`src/rtl/wiredpanda_io_pkg.sv`:
```
// Shared defaults and sizing helpers for the wiRedPanda input front-end.
package wiredpanda_io_pkg;

   localparam int DEFAULT_SYNC_STAGES     = 2;
   localparam int DEFAULT_DEBOUNCE_CYCLES = 16;

   // Counter must hold 0..n, so one extra code beyond the terminal value.
   function automatic int cnt_width(input int n);
      return $clog2(n + 1);
   endfunction

endpackage

```
`src/rtl/wiredpanda_debounce_channel.sv`:
```
// One input channel: synchronizer chain, stability counter, clean level and edge pulses.
module wiredpanda_debounce_channel
   import wiredpanda_io_pkg::*;
#(
   parameter int SYNC_STAGES     = DEFAULT_SYNC_STAGES,
   parameter int DEBOUNCE_CYCLES = DEFAULT_DEBOUNCE_CYCLES
) (
   input  logic clk,
   input  logic rst_n,
   input  logic raw_i,
   output logic clean_o,
   output logic rise_o,
   output logic fall_o,
   output logic flip_o
);

   localparam int            CW       = cnt_width(DEBOUNCE_CYCLES);
   localparam logic [CW-1:0] CNT_LAST = CW'(DEBOUNCE_CYCLES - 1);

   logic [SYNC_STAGES-1:0] sync_q;
   logic                   synced;
   logic [CW-1:0]          cnt_q, cnt_d;
   logic                   clean_q, clean_d;
   logic                   rise_q, rise_d;
   logic                   fall_q, fall_d;

   assign synced = sync_q[SYNC_STAGES-1];

   always_comb begin
      cnt_d   = cnt_q;
      clean_d = clean_q;
      rise_d  = 1'b0;
      fall_d  = 1'b0;
      if (synced == clean_q) begin
         cnt_d = '0;
      end else if (cnt_q == CNT_LAST) begin
         clean_d = ~clean_q;
         cnt_d   = '0;
         rise_d  = synced;
         fall_d  = ~synced;
      end else begin
         cnt_d = cnt_q + 1'b1;
      end
   end

   always_ff @(posedge clk or negedge rst_n) begin
      if (!rst_n) begin
         sync_q  <= '0;
         cnt_q   <= '0;
         clean_q <= 1'b0;
         rise_q  <= 1'b0;
         fall_q  <= 1'b0;
      end else begin
         sync_q  <= {sync_q[SYNC_STAGES-2:0], raw_i};
         cnt_q   <= cnt_d;
         clean_q <= clean_d;
         rise_q  <= rise_d;
         fall_q  <= fall_d;
      end
   end

   assign clean_o = clean_q;
   assign rise_o  = rise_q;
   assign fall_o  = fall_q;
   // Next-cycle pulse, so the top can register any_change alongside the pulses.
   assign flip_o  = rise_d | fall_d;

endmodule

```
`src/rtl/wiredpanda_input_conditioner.sv`:
```
// Board-input conditioner: per-channel sync + debounce, plus a registered any-change flag.
module wiredpanda_input_conditioner
   import wiredpanda_io_pkg::*;
#(
   parameter int N_INPUTS        = 4,
   parameter int SYNC_STAGES     = DEFAULT_SYNC_STAGES,
   parameter int DEBOUNCE_CYCLES = DEFAULT_DEBOUNCE_CYCLES
) (
   input  logic                clk,
   input  logic                rst_n,
   input  logic [N_INPUTS-1:0] raw_in,
   output logic [N_INPUTS-1:0] clean_out,
   output logic [N_INPUTS-1:0] rise_pulse,
   output logic [N_INPUTS-1:0] fall_pulse,
   output logic                any_change
);

   if (N_INPUTS < 1) begin : g_bad_n_inputs
      $error("N_INPUTS must be >= 1");
   end
   if (SYNC_STAGES < 2) begin : g_bad_sync_stages
      $error("SYNC_STAGES must be >= 2");
   end
   if (DEBOUNCE_CYCLES < 1) begin : g_bad_debounce_cycles
      $error("DEBOUNCE_CYCLES must be >= 1");
   end

   logic [N_INPUTS-1:0] flip;
   logic                any_change_q;

   for (genvar i = 0; i < N_INPUTS; i++) begin : g_ch
      wiredpanda_debounce_channel #(
         .SYNC_STAGES     (SYNC_STAGES),
         .DEBOUNCE_CYCLES (DEBOUNCE_CYCLES)
      ) u_ch (
         .clk     (clk),
         .rst_n   (rst_n),
         .raw_i   (raw_in[i]),
         .clean_o (clean_out[i]),
         .rise_o  (rise_pulse[i]),
         .fall_o  (fall_pulse[i]),
         .flip_o  (flip[i])
      );
   end

   always_ff @(posedge clk or negedge rst_n) begin
      if (!rst_n) begin
         any_change_q <= 1'b0;
      end else begin
         any_change_q <= |flip;
      end
   end

   assign any_change = any_change_q;

endmodule

```
`config.mk`:
```
export PLATFORM = sky130hd
export DESIGN_NAME = wiredpanda_input_conditioner
export DESIGN_NICKNAME = d
export VERILOG_FILES = /design/src/rtl/wiredpanda_io_pkg.sv /design/src/rtl/wiredpanda_debounce_channel.sv /design/src/rtl/wiredpanda_input_conditioner.sv
export SDC_FILE = /design/constraint.sdc
export NUM_CORES = 1
export LEC_CHECK = 0
export BUFFER_PORTS_ARGS = -buffer_cell sky130_fd_sc_hd__clkbuf_2
export CORE_MARGIN = 1.5
export CORE_UTILIZATION = 50
export CTS_BUF_LIST = sky130_fd_sc_hd__clkbuf_4 sky130_fd_sc_hd__clkbuf_8 sky130_fd_sc_hd__clkbuf_16
export CTS_CLUSTER_SIZE = 10
export DETAILED_ROUTE_END_ITERATION = 10
export GPL_TIMING_DRIVEN = 0
export PLACE_DENSITY = 0.7
export RECOVER_POWER = 50
export REMOVE_ABC_BUFFERS = 1
export SYNTH_ARGS = -nofsm -noshare
export SYNTH_HDL_FRONTEND = slang
export SYNTH_SLANG_ARGS = --single-unit
```
`constraint.sdc`:
```
create_clock -name clk -period 2.35 [get_ports clk]
set_input_delay 0.1175 -clock clk [delete_from_list [all_inputs] [get_ports clk]]
set_output_delay 0.1175 -clock clk [all_outputs]
set_load 0.05 [all_outputs]
```
# After elaboration in Yosys (flattened, before gate mapping)
# Index checks and enable logic that the tools add are counted.
# word_totals
reg_bits	41
latch_bits	0
mem_bits_rw	0
mem_bits_ro	0
inputBits	6
out_inout_bits	13
wordCells	78
memories	0
# op_classes
n_addsub	4
mul	0
n_div	0
n_lt_le_gt_ge	0
n_eq_ne	8
n_shift	0
n_mux	24
n_bitwise	16
n_reduce_logical	5
# ops
operator	n
$mux W5	8
$add A5 B1 Y5 const B	4
$eq A5 B4 Y1 const B	4
$mux W1	16
$not A1 Y1	12
$reduce_and A2 Y1	4
$eq A1 B1 Y1	4
$or A1 B1 Y1	4
$reduce_or A4 Y1	1

# Longest topological paths before layout
# Gate-level depths: netlist of the first run.
# logic_depth
ltp_word	5
depth_mapped	4
ltp_nobuf	4

# Cells and area by module
# From an unflattened synthesis of the first run, not the netlist that was laid out.
# hier_totals
cells_unflattened	114
area_unflattened_um2	1604.0
# modules_own_cells
mod	instances	cells_each	area_each_um2	seq_area_each_um2
wiredpanda_debounce_channel	4	28	392.9	250.2
wiredpanda_input_conditioner	1	2	32.5	25.0

# Worst setup path before layout of the first run
# OpenSTA, ideal clock, no wires.
# synth_path
path_type	register -> register
from	reg g_ch[3].u_ch.cnt_q[0]
to	reg any_change_q, in the netlist any_change
setup_ns	0.124
arrival_time_ns	1.054
required_ns	2.226
setup_slack_ns	1.171
stages_incl_launch_ff	5
n_path_buf	0
synth_period_minus_slack_ns	1.179
path_cell_list	dfrtp_1 ha_1 nand4b_4 o22ai_1 or2_1
# synth_via
elab_chain_len	5
elab_cells_between_ends	7
classes_between	eq/ne: 1; mux: 4; bitwise: 1; reduce/logical: 1
# synth_rtl
element	line_no	text
start: declaration	wiredpanda_debounce_channel.sv:22	logic [CW-1:0] cnt_q, cnt_d;
start signal: assignment	wiredpanda_debounce_channel.sv:55	cnt_q <= cnt_d;
$eq A5 B4 Y1 *	wiredpanda_debounce_channel.sv:36	end else if (cnt_q == CNT_LAST) begin
$mux W1	wiredpanda_debounce_channel.sv:36	
$mux W1	wiredpanda_debounce_channel.sv:34	if (synced == clean_q) begin
$or A1 B1 Y1 *	wiredpanda_debounce_channel.sv:66	assign flip_o = rise_d | fall_d;
$reduce_or A4 Y1 *	wiredpanda_input_conditioner.sv:50	any_change_q <= |flip;
end signal: assignment	wiredpanda_input_conditioner.sv:50	
end: declaration	wiredpanda_input_conditioner.sv:29	logic any_change_q;
# Mark *: on every way between the ends. The rest lies on a longest branch, timed or not.
# A chain may end at the register's enable or synchronous reset.

# Worst setup path in the final report of the first run
# layout_path
from	reg g_ch[3].u_ch.cnt_q[0]
to	reg g_ch[3].u_ch.clean_q
# layout_via
elab_chain_len	2
# layout_rtl
element	line_no	text
$eq A5 B4 Y1	wiredpanda_debounce_channel.sv:36	
$reduce_and A2 Y1 (no line)	--	
end signal: assignment	wiredpanda_debounce_channel.sv:56	clean_q <= clean_d;
end: declaration	wiredpanda_debounce_channel.sv:23	logic clean_q, clean_d;
# Every way passes these cells.

==> results of run 1 <==
==> area by class of cell <==
cell class | count | area, µm²
Tap cell | 44 | 55.1
Timing Repair Buffer | 23 | 129
Multi-Input combinational cell | 71 | 514
Sequential cell | 41 | 1030
Fill cell | 274 | 1350
Clock buffer | 7 | 58.8
==> flip-flops by register name, indices dropped and copies added (netlist names) <==
| register | cells |
|---|---|
| any_change | 1 |
| g_ch.u_ch.clean_o | 4 |
| g_ch.u_ch.cnt_q | 20 |
| g_ch.u_ch.fall_o | 4 |
| g_ch.u_ch.rise_o | 4 |
| g_ch.u_ch.sync_q | 8 |
==> placed cells by master, fill, tap and decap left out, types with 5 or more instances in the layout <==
cell            n
dfrtp_1        41
nor2_1         12
clkbuf_2        9
clkbuf_1        9
xor2_1          8
nand2_1         8
xnor2_1         8
nor3b_1         8
clkbuf_4        6
dlygate4sd3_1   5
==> layer usage <==
metal	GRT usage, %	vias up
li1	-	443
met1	18.6	433
met2	24.5	20
met3	6.93	2
met4	4.66	0
met5	0	-
==> power by group through the flow <==
| stage | clock, W | sequential, W | combinational [W] |
|---|---|---|---|
| 3_3_place_gp | 0 | 0.000763 | 0.0000585 |
| 2_1_floorplan | 0 | 0.000761 | 0.0000363 |
| 3_5_place_dp | 0 | 0.000765 | 0.0000606 |
| 6_report | 0.000357 | 0.000748 | 0.0000626 |
| 5_1_grt | 0.000399 | 0.000752 | 0.0000755 |
| 4_1_cts | 0.000372 | 0.000751 | 0.0000673 |
==> worst reg2reg max path, delay by kind of cell (launching register included) <==
kind                     cells  cell delay, ns
adder cells (fa/ha/maj)      1            0.23
flip-flops                   1            0.39
AND/OR/NAND/NOR              1            0.29
multiplexers                 1            0.38
==> cell usage after synthesis <==
| cell | number | share of area, % |
|---|---|---|
| xnor2_1 | 8 | 4.1 |
| nor2_1 | 12 | 2.7 |
| dfrtp_1 | 41 | 61 |
| buf_4 | 12 | 5.3 |
| nand3_1 | 4 | 1.2 |
| o22ai_1 | 2 | 0.74 |
| or2_1 | 1 | 0.37 |
| mux2_4 | 4 | 3.6 |
| ha_1 | 4 | 3.0 |
| nand2_1 | 8 | 1.8 |
| and3_2 | 4 | 1.8 |
| nor3b_1 | 8 | 3.6 |
| nand4b_4 | 4 | 5.6 |
| a31oi_1 | 4 | 1.5 |
| xor2_1 | 8 | 4.1 |
==> timing repair <==
item	CTS	global route
hold endpoints to repair	45	0
setup endpoints to repair	0	0
hold buffers	5	0
gates resized for setup	0	0
==> final timing paths <==
path                                   startpoint                     end  slack, ns
max                         g_ch[3].u_ch.cnt_q[0]    g_ch[3].u_ch.clean_o       0.97
max in group asynchronous                   rst_n     g_ch[2].u_ch.rise_o       1.29
max reg2reg                 g_ch[3].u_ch.cnt_q[0]    g_ch[3].u_ch.clean_o       0.97
min                        g_ch[2].u_ch.sync_q[0]  g_ch[2].u_ch.sync_q[1]       0.36
min reg2reg                g_ch[2].u_ch.sync_q[0]  g_ch[2].u_ch.sync_q[1]       0.36
min in group asynchronous                   rst_n   g_ch[0].u_ch.cnt_q[4]       0.45
==> kinds of logic after synthesis <==
group,Yosys count
adders and majority gates,4
DFF,41
and+or+nand+nor,41
buffers and inverters,12
AOI/OAI and AO/OA,6
muxes,4
xor gates and xnor gates,16
==> per-stage QoR <==
step | setup WS (ns) | hold WS, ns | std cells | power, W | utilization [%]
6_report | 0.965 | 0.358 | 186 | 0.00117 | 57.0
5_1_grt | 0.868 | 0.369 | 186 | 0.00123 | 57.0
4_1_cts | 1.07 | 0.362 | 186 | 0.00119 | 59.3
3_5_place_dp | 1.09 | 0.227 | 174 | 0.000825 | 55.8
3_3_place_gp | 1.12 | 0.226 | 174 | 0.000822 | 55.8
2_1_floorplan | 1.05 | -0.178 | 112 | 0.000797 | -
==> flow_summary.ini, run 1 <==
[status]
status = completed

[setup_path]
critPathSlowestCell = dfrtp_1
critPathMaxStageDelay_ns = 0.39
path_cells = ha_1 -> nand4b_1 -> mux2_4
ff2ff_path_depth = 3
crit_type = reg -> reg
critPathRequiredTime_ns = 2.58
start_kind = flop
crit_family = flip-flops
cp.arrival_ns = 1.62
cp_max_fo = 6
worstPathBufferInverterCount = 0
crit_cells = 3
end_kind = flop

[power]
peakVddDrop_mv = 0.413
clkPwrFrac_pct = 30.6
pwr-share-comb_pct = 5.4
p_seq_share_pct = 64.1
powerDensity_nw_per_um2 = 655
leakage_nw = 0.864
switchingPower_w = 0.000256
p_int_w = 0.000912
switching_share_pct = 21.9

[grt]
grt_usage_pct = 15.3
grt_max_degree = 42
grt-ovfl-total = 0
antenna_found_initial = 0
grt_pass1_vias = 956
grt_first_pass_wirelength_um = 4110

[synthesis]
synthAdderAreaFrac_pct = 2.96
synth_warnings = 0
ys_seq_elements = 41
synthMuxAreaShare_pct = 3.55
synth_cell_types = 15
syn_area_um2 = 1690
syn_avg_cell_area_um2 = 13.6
yosys.area_share.simple_pct = 17.0
syn_inst = 124
ys_seq_area_share_pct = 60.7
synth_compound_area_share_pct = 2.22
synth_top_family_by_area = simple AND/OR/NAND/NOR gates
synth_xor_area_share_pct = 8.29

[floorplan]
dieArea_um2 = 3740
core.rowCount = 20
die_h_um = 61.1
core-area_um2 = 3130
initial_core_util_pct = 54.0
ios = 19
dieWidth_um = 61.1

[sta]
period_minus_slack_ns = 1.38
finClkSkew_ns = 0.00991
slew_violations = 0
worst_pin_slew_ns = 0.964
finalCritPeriodShare_pct = 58.9
max_freq_mhz = 722
rsz0062_at_grt = no
finalSetupTns_ns = 0
finalSetupViolCount = 0
relSlewSlack_pct = 35.7
finalHoldViolCount = 0

[route]
drt_first_pass_iters = 5
met3_length_um = 113
vias_per_cell = 4.83
dr.first_iter.drc_count = 46
routed.top_layer = met4
antenna_left = 0
met2WireLength_um = 1070
drc = 0
wirelength_um = 2210
wl_met1_um = 1000
routedWlPerCell_um = 11.9
vias = 898

[place]
portBuffers = 18
gp_congestion = 0.716
hpwl_um = 1530
dpl_cell_area_um2 = 1750

[worst_hold_path]
holdPathStages = 0
min_path_type = reg -> reg

[finish]
n_antenna_cell = 0
areaGrowthSynthToFinish_pct = 5.48
final_layout_size_suffix_gt1_share_pct = 16.9
finalNetCount = 152
final_area_um2 = 1780

[clock_tree]
clock_path_buffers = 2
cts_tree = built
post_cts_buffers = 0
clk_latency_ns = 0.34
clk_pin_slew_worst_paths_ns = 0.11
numCtsBuffers = 5
htreeDepth = 2
cts_root_buf = clkbuf_4
cts_num_sinks = 41

[run]
drv_cap = 0
(Power assumes the default switching activity.)
==> run 2, diff against run 1 <==
- PLACE_DENSITY: 0.7 -> 0.73
- clock period: 2.35 -> 1.2 ns (I/O delays scaled with it)
==> run 2 against run 1 <==
Net effect: clock power up 100%; register-to-register slack lost 0.93 ns; setup slack got worse by 0.93 ns; critical path type unchanged; sequential cell count did not move; clock skew fell by 0.0049 ns; largest power group unchanged; total power up 100%.
==> flow_summary.ini, run 2 (same netlist as run 1, synthesis figures left out) <==
[status]
status = completed

[floorplan]
core.rowCount = 20
dieArea_um2 = 3740
initial_core_util_pct = 54.0
dieWidth_um = 61.1
die_h_um = 61.1
core-area_um2 = 3130
ios = 19

[finish]
final_area_um2 = 1980
final_layout_size_suffix_gt1_share_pct = 35.3
top_register = g_ch.u_ch.cnt_q
finalNetCount = 159
final_cell_mix = 38 x dfrtp_1, 13 x clkbuf_2, 12 x nor2_1, 12 x clkbuf_4
largest_reg_flops = 20
n_antenna_cell = 0
utilization_pct = 63.3
areaGrowthSynthToFinish_pct = 17.1
top_regs = g_ch.u_ch.cnt_q (20), g_ch.u_ch.sync_q (8)
final_common_cell = dfrtp_1

[power]
powerDensity_nw_per_um2 = 1200
peakVddDrop_mv = 0.813
leakage_nw = 1.08

[setup_path]
end_kind = flop
start_kind = flop
cp_max_fo = 6
crit_type = reg -> reg
cp.arrival_ns = 1.40
critPathRequiredTime_ns = 1.43

[route]
antenna_left = 0
routedWlPerCell_um = 13.5
drt_first_pass_iters = 4
vias = 940
drc = 0
dr.first_iter.drc_count = 29
wirelength_um = 2630
vias_per_cell = 4.85

[clock_tree]
cts_num_sinks = 41
clock_path_buffers = 2
htreeDepth = 2
clk_latency_ns = 0.34
cts_root_buf = clkbuf_4
clk_pin_slew_worst_paths_ns = 0.11
numCtsBuffers = 5
cts_tree = built

[grt]
grt_max_degree = 42
grt_pass1_vias = 1018
grt_first_pass_wirelength_um = 4470
antenna_found_initial = 0
grt_usage_pct = 17.2
grt-ovfl-total = 0

[sta]
finClkSkew_ns = 0.00502
worst_pin_slew_ns = 0.868
whs_ns = 0.355
period_minus_slack_ns = 1.17
slew_violations = 0
max_freq_mhz = 855
finalSetupViolCount = 0
rsz0062_at_grt = yes
finalHoldViolCount = 0
finalCritPeriodShare_pct = 97.4
relSlewSlack_pct = 42.2

[place]
hpwl_um = 1700
gp_congestion = 0.763
dpl_cell_area_um2 = 1750
portBuffers = 18

[worst_hold_path]
min_path_type = in -> async

[run]
drv_cap = 0
[run 2: per-layer routing]
| metal | routed length [µm] | GRT usage [%] | share of wire, % |
|---|---|---|---|
| met5 | 0 | 0 | 0 |
| met4 | 52 | 10.6 | 2.0 |
| met3 | 97 | 4.41 | 3.7 |
| met2 | 1320 | 28.0 | 50 |
| met1 | 1160 | 20.3 | 44 |
[run 2: report_power, final]
group | total [W] | leakage (nW) | switching [W] | internal [W]
Clock | 0.000714 | 0.0368 | 0.000412 | 0.000302
Sequential | 0.00148 | 0.539 | 0.0000563 | 0.00143
Combinational | 0.000171 | 0.509 | 0.0000781 | 0.0000933
Total | 0.00237 | 1.08 | 0.000547 | 0.00182
[run 2: final cells by class]
class / count / area [µm²]
clock buffers: 8 / 60.1
fillers: 249 / 1150
multi-input cells: 71 / 632
flip-flops and latches: 41 / 1030
well taps: 44 / 55.1
repair buffers: 30 / 203
[run 2: repair_timing]
action                                 in CTS  in global routing
pin swaps                                   0                  4
hold buffers                                5                  0
buffers inserted                            3                  4
endpoints found under the hold margin      45                  0
cloned                                      0                  0
resized for setup                          10                  9
setup endpoints to repair                   8                 47
[run 2: path summary, 6_finish.rpt]
| kind | slack [ns] | startpoint | end | cells past startpoint |
|---|---|---|---|---|
| worst min register to register | 0.36 | g_ch[2].u_ch.sync_q[0] | g_ch[2].u_ch.sync_q[1] | 0 |
| min in group clk | 0.36 | raw_in[2] | g_ch[2].u_ch.sync_q[0] | 2 |
| worst min-delay path | 0.36 | rst_n | g_ch[3].u_ch.cnt_q[0] | 2 |
| worst max-delay path | 0.03 | g_ch[1].u_ch.cnt_q[0] | g_ch[1].u_ch.clean_o | 3 |
| max in group asynchronous | 0.25 | rst_n | g_ch[1].u_ch.clean_o | 2 |
| worst max register to register | 0.03 | g_ch[1].u_ch.cnt_q[0] | g_ch[1].u_ch.clean_o | 3 |
[run 2: per-stage QoR]
step	TNS [ns]	total power, W	worst slack, ns	instances
after CTS	0	0.00238	0.0103	190
after global routing	-0.0395	0.00247	-0.0129	194
after detailed placement	-0.267	0.00162	-0.0650	174
after global placement	-0.0945	0.00161	-0.0352	174
final	0	0.00237	0.0307	194
after floorplan	-0.102	0.00156	-0.102	112
[run 2: worst max-delay path, cell delays in order, from the launching register on]
cell      delay [ns]
dfrtp_1         0.42
ha_4            0.17
nand4b_4        0.14
mux2_4          0.32
